`config.mk`:
```
export PLATFORM = sky130hd
export DESIGN_NAME = rf_bank_flat
export DESIGN_NICKNAME = d
export VERILOG_FILES = /design/src/rtl/rf_bank_if.sv /design/src/rtl/rf_bank.sv /design/src/flat_wrapper.sv
export SDC_FILE = /design/constraint.sdc
export NUM_CORES = 2
export LEC_CHECK = 0
export ABC_AREA = 1
export CAP_MARGIN = 40
export CORE_MARGIN = 4
export CORE_UTILIZATION = 60
export DETAILED_ROUTE_END_ITERATION = 10
export GPL_ROUTABILITY_DRIVEN = 0
export HOLD_SLACK_MARGIN = 0.15
export PLACE_DENSITY = 0.77
export SETUP_SLACK_MARGIN = 0.4
export SYNTH_ARGS = -nofsm -noshare
export SYNTH_HDL_FRONTEND = slang
export SYNTH_SLANG_ARGS = --single-unit
```
`constraint.sdc`:
```
create_clock -name clk -period 2.8 [get_ports clk]
set_clock_uncertainty 0.15 [all_clocks]
set_input_delay 0.28 -clock clk [delete_from_list [all_inputs] [get_ports clk]]
set_output_delay 0.28 -clock clk [all_outputs]
set_load 0.02 [all_outputs]
```
`src/rtl/rf_bank_if.sv`:
```
// Write request/response handshake between the writeback stage and the register file.
// The writeback stage is the master; rf_bank answers with a one-cycle done pulse.
interface rf_bank_if #(
    parameter int unsigned AW   = 5,
    parameter int unsigned XLEN = 32
);
    logic            en;
    logic [AW-1:0]   addr;
    logic [XLEN-1:0] data;
    logic            done;

    modport master (output en, addr, data, input done);
    modport slave  (input en, addr, data, output done);
endinterface

```
`src/rtl/rf_bank.sv`:
```
// Integer register file: commits one handshaked write after WR_LATENCY cycles and serves
// NUM_RD combinational read ports, optionally forwarding the write being committed.
module rf_bank #(
    parameter int unsigned XLEN       = 32,
    parameter int unsigned NUM_REGS   = 32,
    parameter int unsigned NUM_RD     = 2,
    parameter int unsigned WR_LATENCY = 1,
    parameter int unsigned BYPASS     = 1,
    localparam int unsigned AW        = $clog2(NUM_REGS)
) (
    input  logic                   clk,
    input  logic                   rst,
    rf_bank_if.slave               wr,
    input  logic [NUM_RD*AW-1:0]   rd_addr,
    output logic [NUM_RD*XLEN-1:0] rd_data,
    output logic                   busy
);

    if (WR_LATENCY < 1 || WR_LATENCY > 15) begin : g_bad_latency
        $error("rf_bank: WR_LATENCY must be in 1..15");
    end

    localparam logic [3:0] CntInit = (WR_LATENCY >= 2) ? 4'(WR_LATENCY - 2) : 4'd0;

    typedef enum logic [1:0] {StIdle, StWait, StAck} state_e;

    state_e          state_q, state_d;
    logic [3:0]      cnt_q, cnt_d;
    logic [AW-1:0]   cap_addr_q, cap_addr_d;
    logic [XLEN-1:0] cap_data_q, cap_data_d;
    logic [XLEN-1:0] regs_q [NUM_REGS];
    logic            cap_ok;
    logic            commit;

    // x0 and out-of-range targets still handshake but never touch the array.
    assign cap_ok = (cap_addr_q != '0) && (32'(cap_addr_q) < NUM_REGS);
    assign commit = (state_q == StAck) && wr.en && cap_ok;
    assign busy   = (state_q != StIdle);

    always_comb begin
        state_d    = state_q;
        cnt_d      = cnt_q;
        cap_addr_d = cap_addr_q;
        cap_data_d = cap_data_q;
        wr.done    = 1'b0;
        unique case (state_q)
            StIdle: begin
                if (wr.en) begin
                    cap_addr_d = wr.addr;
                    cap_data_d = wr.data;
                    if (WR_LATENCY == 1) begin
                        state_d = StAck;
                    end else begin
                        cnt_d   = CntInit;
                        state_d = StWait;
                    end
                end
            end
            StWait: begin
                if (!wr.en) begin
                    state_d = StIdle;
                end else if (cnt_q == 4'd0) begin
                    state_d = StAck;
                end else begin
                    cnt_d = cnt_q - 4'd1;
                end
            end
            StAck: begin
                wr.done = wr.en;
                state_d = StIdle;
            end
            default: state_d = StIdle;
        endcase
    end

    always_ff @(posedge clk or negedge rst) begin
        if (!rst) begin
            state_q    <= StIdle;
            cnt_q      <= 4'd0;
            cap_addr_q <= '0;
            cap_data_q <= '0;
        end else begin
            state_q    <= state_d;
            cnt_q      <= cnt_d;
            cap_addr_q <= cap_addr_d;
            cap_data_q <= cap_data_d;
        end
    end

    always_ff @(posedge clk or negedge rst) begin
        if (!rst) begin
            for (int i = 0; i < int'(NUM_REGS); i++) begin
                regs_q[i] <= '0;
            end
        end else if (commit) begin
            regs_q[cap_addr_q] <= cap_data_q;
        end
    end

    always_comb begin
        logic [AW-1:0] ra;
        ra      = '0;
        rd_data = '0;
        for (int i = 0; i < int'(NUM_RD); i++) begin
            ra = rd_addr[i*AW +: AW];
            if (ra != '0 && 32'(ra) < NUM_REGS) begin
                rd_data[i*XLEN +: XLEN] = regs_q[ra];
            end
            if (BYPASS != 0 && commit && ra == cap_addr_q) begin
                rd_data[i*XLEN +: XLEN] = cap_data_q;
            end
        end
    end

endmodule

```
`src/flat_wrapper.sv`:
```
// flat-port wrapper written by rule: the top's interface ports become plain ports
module rf_bank_flat 
#(
    parameter int unsigned XLEN       = 32,
    parameter int unsigned NUM_REGS   = 32,
    parameter int unsigned NUM_RD     = 2,
    parameter int unsigned WR_LATENCY = 1,
    parameter int unsigned BYPASS     = 1,
    localparam int unsigned AW        = $clog2(NUM_REGS)
)
  (clk, rst, rd_addr, rd_data, busy, wr_en, wr_addr, wr_data, wr_done);
  rf_bank_if #(.AW((5)), .XLEN(XLEN)) wr_i ();
  input  logic clk;
  input  logic rst;
  input  logic [NUM_RD*AW-1:0] rd_addr;
  output logic [NUM_RD*XLEN-1:0] rd_data;
  output logic busy;
  input wire logic [$bits(wr_i.en)-1:0] wr_en;
  input wire logic [$bits(wr_i.addr)-1:0] wr_addr;
  input wire logic [$bits(wr_i.data)-1:0] wr_data;
  output wire logic [$bits(wr_i.done)-1:0] wr_done;
  assign wr_i.en = wr_en;
  assign wr_i.addr = wr_addr;
  assign wr_i.data = wr_data;
  assign wr_done = wr_i.done;
  rf_bank #(.XLEN(XLEN), .NUM_REGS(NUM_REGS), .NUM_RD(NUM_RD), .WR_LATENCY(WR_LATENCY), .BYPASS(BYPASS)) u_core (.clk(clk), .rst(rst), .wr(wr_i), .rd_addr(rd_addr), .rd_data(rd_data), .busy(busy));
endmodule
```
Yosys cells after proc, flatten, opt, wreduce, memory -nomap -nowiden:

Cells that the tools add are included.

* output and inout bits: 66
* word-level logic and storage cells: 83
* flip-flop bits (word level): 1067

* bitwise logic cells: 4
* muxes and demuxes: 18
* equality and inequality tests: 6
* order comparisons: 4
* add/subtract/negate cells: 1
* reduce and logical (&&, ||, !) cells: 14

Operators with widths (count)
* $bwmux W1024: 1
* $bmux W32 S5: 2
* $mux W32: 9
* $demux W32 S5: 1
* $ge A6 B6 Y1 const B: 3
* $not A5 Y6: 3
* $reduce_bool A5 Y1: 3
* $eq A5 B5 Y1: 2
* $lt A6 B1 Y1 const B: 1
* $mux W2: 3
* $logic_and A1 B1 Y1: 5
* $logic_not A4 Y1: 1
* $pmux W2 S2: 1
* $reduce_and A2 Y1: 2
* $sub A4 B1 Y4 const B: 1
* $ne A3 B2 Y1 const B: 1
* $reduce_and A3 Y1: 1
* $eq A2 B1 Y1 const B: 1
* $eq A2 B2 Y1 const B: 1
* $logic_not A2 Y1: 1
* $ne A2 B2 Y1 const B: 1
* $reduce_bool A2 Y1: 1
* $mux W1: 1
* $not A1 Y1: 1

Longest topological paths before layout:

* depth after elaboration: 6
* gate-level depth with buffers: 12
* mapped depth without buffers: 9

Worst setup path after synthesis:

OpenSTA, ideal clock, no wires.

* path kind: reg2out
* start: register u_core.state_q[1]
* end: output rd_data[43]
* cell stages (with the launch flop): 9
* path buffers: 1
* arrival: 1868 ps
* setup slack: 502 ps
* required time: 2370 ps
* cells stage by stage: dfrtp_1 -> nand2_1 -> inv_1 -> o21ai_1 -> nor2_1 -> a21boi_2 -> clkbuf_1 -> nand3_1 -> nand2_1

* word-level cells in the longest chain between the ends: 5

RTL lines
* start: declaration: line rf_bank.sv:27 `state_e state_q, state_d;`
* start signal: assignment: line rf_bank.sv:78 `state_q <= StIdle;`
* start signal: assignment: line rf_bank.sv:83 `state_q <= state_d;`
* $eq A2 B2 Y1: line rf_bank.sv:37 `assign commit = (state_q == StAck) && wr.en && cap_ok;`
* $logic_and A1 B1 Y1 (2 in series): line rf_bank.sv:37
* $logic_and A1 B1 Y1: line rf_bank.sv:109 `if (BYPASS != 0 && commit && ra == cap_addr_q) begin`
* $mux W32: line rf_bank.sv:109
* end: declaration: line flat_wrapper.sv:16 `output logic [NUM_RD*XLEN-1:0] rd_data;`

No other way between the ends.

Final worst setup path:

* start: register u_core.cap_addr_q[2]
* end: output rd_data[30]

* word-level cells in the longest chain between the ends: 4
* elaborated cells between the ends (all ways): 5
* those cells by class: 1 x eq/ne; 1 x mux; 3 x reduce/logical

RTL lines
* start: declaration: line rf_bank.sv:29 `logic [AW-1:0] cap_addr_q, cap_addr_d;`
* start signal: assignment: line rf_bank.sv:85 `cap_addr_q <= cap_addr_d;`
* $reduce_bool A5 Y1: line rf_bank.sv:36 `assign cap_ok = (cap_addr_q != '0) && (32'(cap_addr_q) < NUM_REGS);`
* $logic_and A1 B1 Y1: line rf_bank.sv:37
* $logic_and A1 B1 Y1 *: line rf_bank.sv:109
* $mux W32 *: line rf_bank.sv:109

Mark *: on every way between the ends. The rest lies on a longest branch, timed or not.

==> impl_metrics.toml <==
[setup_path]
crit_required_ns = 2.37
crit_type = "reg2out"
critPathCaptureType = "output pin"
critPathMaxFanout = 6
worstPathArrival_ns = 2.63
crit_path_start_kind = "flip-flop"

[yosys]
yosysWarnings = 0
synth_nets = 8231
synth_top_flop_cell = "dfrtp_1"
synth_seq_cells = 1062
synth_cell_types = 25
synth_cells = 8181
async_flop_share = 1.00
avgSynthCellArea_um2 = 7.07
syn_area_um2 = 57900
synth-edff-count = 0
ys_seq_area_frac = 0.459

[routing]
dr_total_vias = 61475
wl_um = 229000
ant_nets = 0
drc = 0
drtIter0Drc = 10001
via_per_inst = 6.44
firstDrtPassIters = 8
wl_per_cell_um = 24.0

[placement]
pre_cts_ws_ns = -0.483
dpl.hpwl_um = 138000
dp_cells = 9270
port_buffers = 115
dpl-instance-area_um2 = 63500

[sta]
fmaxAchievable_mhz = 327
finalCriticalPeriod_ns = 3.06
fin_crit_sh = 1.09
setup_viol = 64
setup-tns-final_ns = -10.77
final_max_slew_viol_count = 0
tightestPinTransition_ns = 0.960
maxSlewHeadroom = 0.359
hold_violations = 0
setup_slack_ns = -0.256
rsz0062_at_grt = "yes"

[global_routing]
grt_pass1_vias = 58265
grt_max_degree = 97
grt_pass1_wl_um = 345000
overflow = 0
antenna_found_initial = 0
grt_usage = 0.438

[cts]
cts_buffer_depth = 3
cts_buffers = 115
cts_tree = "built"
cts_root_buf = "clkbuf_16"
cts_sinks = 1062
clkTransAtPathRegs_ns = 0.07
htree_levels = 3
worstSkewPairLatency_ns = 0.72

[pwr]
p_leak_uw = 0.0316
finalPower_uw = 45600
p_per_area_nw_per_um2 = 658
peakVddDrop_v = 0.000558

[final_layout]
drive_above_1_share = 0.114
most-common-layout-cells = "nand2_1, o21ai_0, dfrtp_1"
num-fill-cells = 7227
syn_to_final_growth_pct = 19.9
fin_cells = 9543
final_common_cell = "nand2_1"
design_area_um2 = 69300
nNetsFinal = 8229

[floorplanning]
io_pins = 116
fp-row-count = 113
core_area_um2 = 95300
floorplan.initialDensity = 0.607
die_width_um = 319
die_area_um2 = 101000
die_h_um = 319

[hold_path]
hp-class = "in2reg"

[flow_run]
max_cap_violations = 0

[run_status]
violations = "setup timing"
status = "finished with violations"
[worst max-delay path: stages (launching register included)]
cell and delay (ns):
dfrtp_1 0.40, inv_2 0.11, nand3_4 0.11, o21ai_4 0.17
buf_6 0.13, nor2_4 0.04, a21boi_4 0.19, buf_12 0.16
buf_8 0.12, buf_16 0.15, nand3_4 0.10, nand2_2 0.10
buf_6 0.12
[routing by layer]
metal,track usage,wire (um),share of wire
met1,0.553,79500,0.35
met2,0.636,96200,0.42
met3,0.143,34700,0.15
met5,0,0,0
met4,0.306,18800,0.082
[final timing paths]
check / slack (ns) / cells past startpoint / startpoint / endpoint
max: -0.26 / 12 / u_core.cap_addr_q[2] / rd_data[30]
min: 0.22 / 3 / wr_addr[2] / u_core.cap_addr_q[2]
max reg2reg: 0.52 / 8 / u_core.cap_addr_q[1] / u_core.regs_q[598]
min reg2reg: 0.23 / 0 / u_core.regs_q[1022] / u_core.regs_q[1022]
max in group asynchronous: 1.18 / 5 / rst / u_core.regs_q[342]
min in group asynchronous: 0.70 / 4 / rst / u_core.regs_q[580]
[cells in the mapped netlist, types with 3 or more instances]
library cell | n | share of area
nor3_4 | 3 | 0.00084
o21ai_1 | 58 | 0.0050
xnor2_1 | 6 | 0.00091
nor2_2 | 3 | 0.00032
nand3_1 | 740 | 0.064
o21ai_0 | 1202 | 0.10
nand2_2 | 31 | 0.0034
clkbuf_1 | 537 | 0.035
buf_1 | 50 | 0.0032
a21oi_1 | 475 | 0.041
o211ai_1 | 273 | 0.035
inv_1 | 324 | 0.021
buf_2 | 156 | 0.013
nand2_1 | 2980 | 0.19
inv_2 | 3 | 0.00019
nor3_2 | 7 | 0.0012
dfrtp_1 | 1062 | 0.46
nor2_1 | 257 | 0.017
[through the flow]
step | hold WS [ns] | utilization
3_3_place_gp | 0.0810 | 0.664
2_1_floorplan | -0.166 | -
3_5_place_dp | 0.0866 | 0.666
4_1_cts | 0.153 | 0.722
6_report | 0.217 | 0.728
5_1_grt | 0.215 | 0.728
[cells by family (layout without fill, tap and decap cells)]
group,after synthesis,after routing,share of synthesized area
compound gates,2010,2010,0.186
xor+xnor,8,8,0.00121
buf+inv,1076,1171,0.0734
flops,1062,1062,0.459
other cells,0,2,0
simple gates,4025,4025,0.280
[flip-flops by register name, summed over array words and instances (netlist names)]
signal,flops
u_core.cap_addr_q,5
u_core.cap_data_q,32
u_core.regs_q,1024
u_core.state_q,1
[final cells by class]
type                       instances  area, um^2  area share
clock buffer                     162        3410      0.0492
tap                             1265        1580      0.0228
antenna                            2        5.00   0.0000722
sequential                      1062       26600       0.383
timing repair buffer             628        7670       0.111
clock inverter                    52         767      0.0111
multi-input combinational       6043       28100       0.405
inverter                         329        1250      0.0181
[timing repair]
item / 4_1_cts / 5_1_grt
buffers inserted: 9 / 5
hold buffers: 39 / 0
endpoints found under the hold margin: 1098 / 0
pin swaps: 35 / 46
gates cloned: 3 / 1
setup endpoints to repair: 65 / 64
resized for setup: 502 / 96
[power breakdown]
group / leakage (uW) / switching (uW) / internal, uW
sequential: 0.0144 / 1900 / 17800
clock: 0.00206 / 6670 / 10100
combinational: 0.0151 / 5780 / 3390
total: 0.0316 / 14400 / 31300
(Power assumes the default switching activity.)
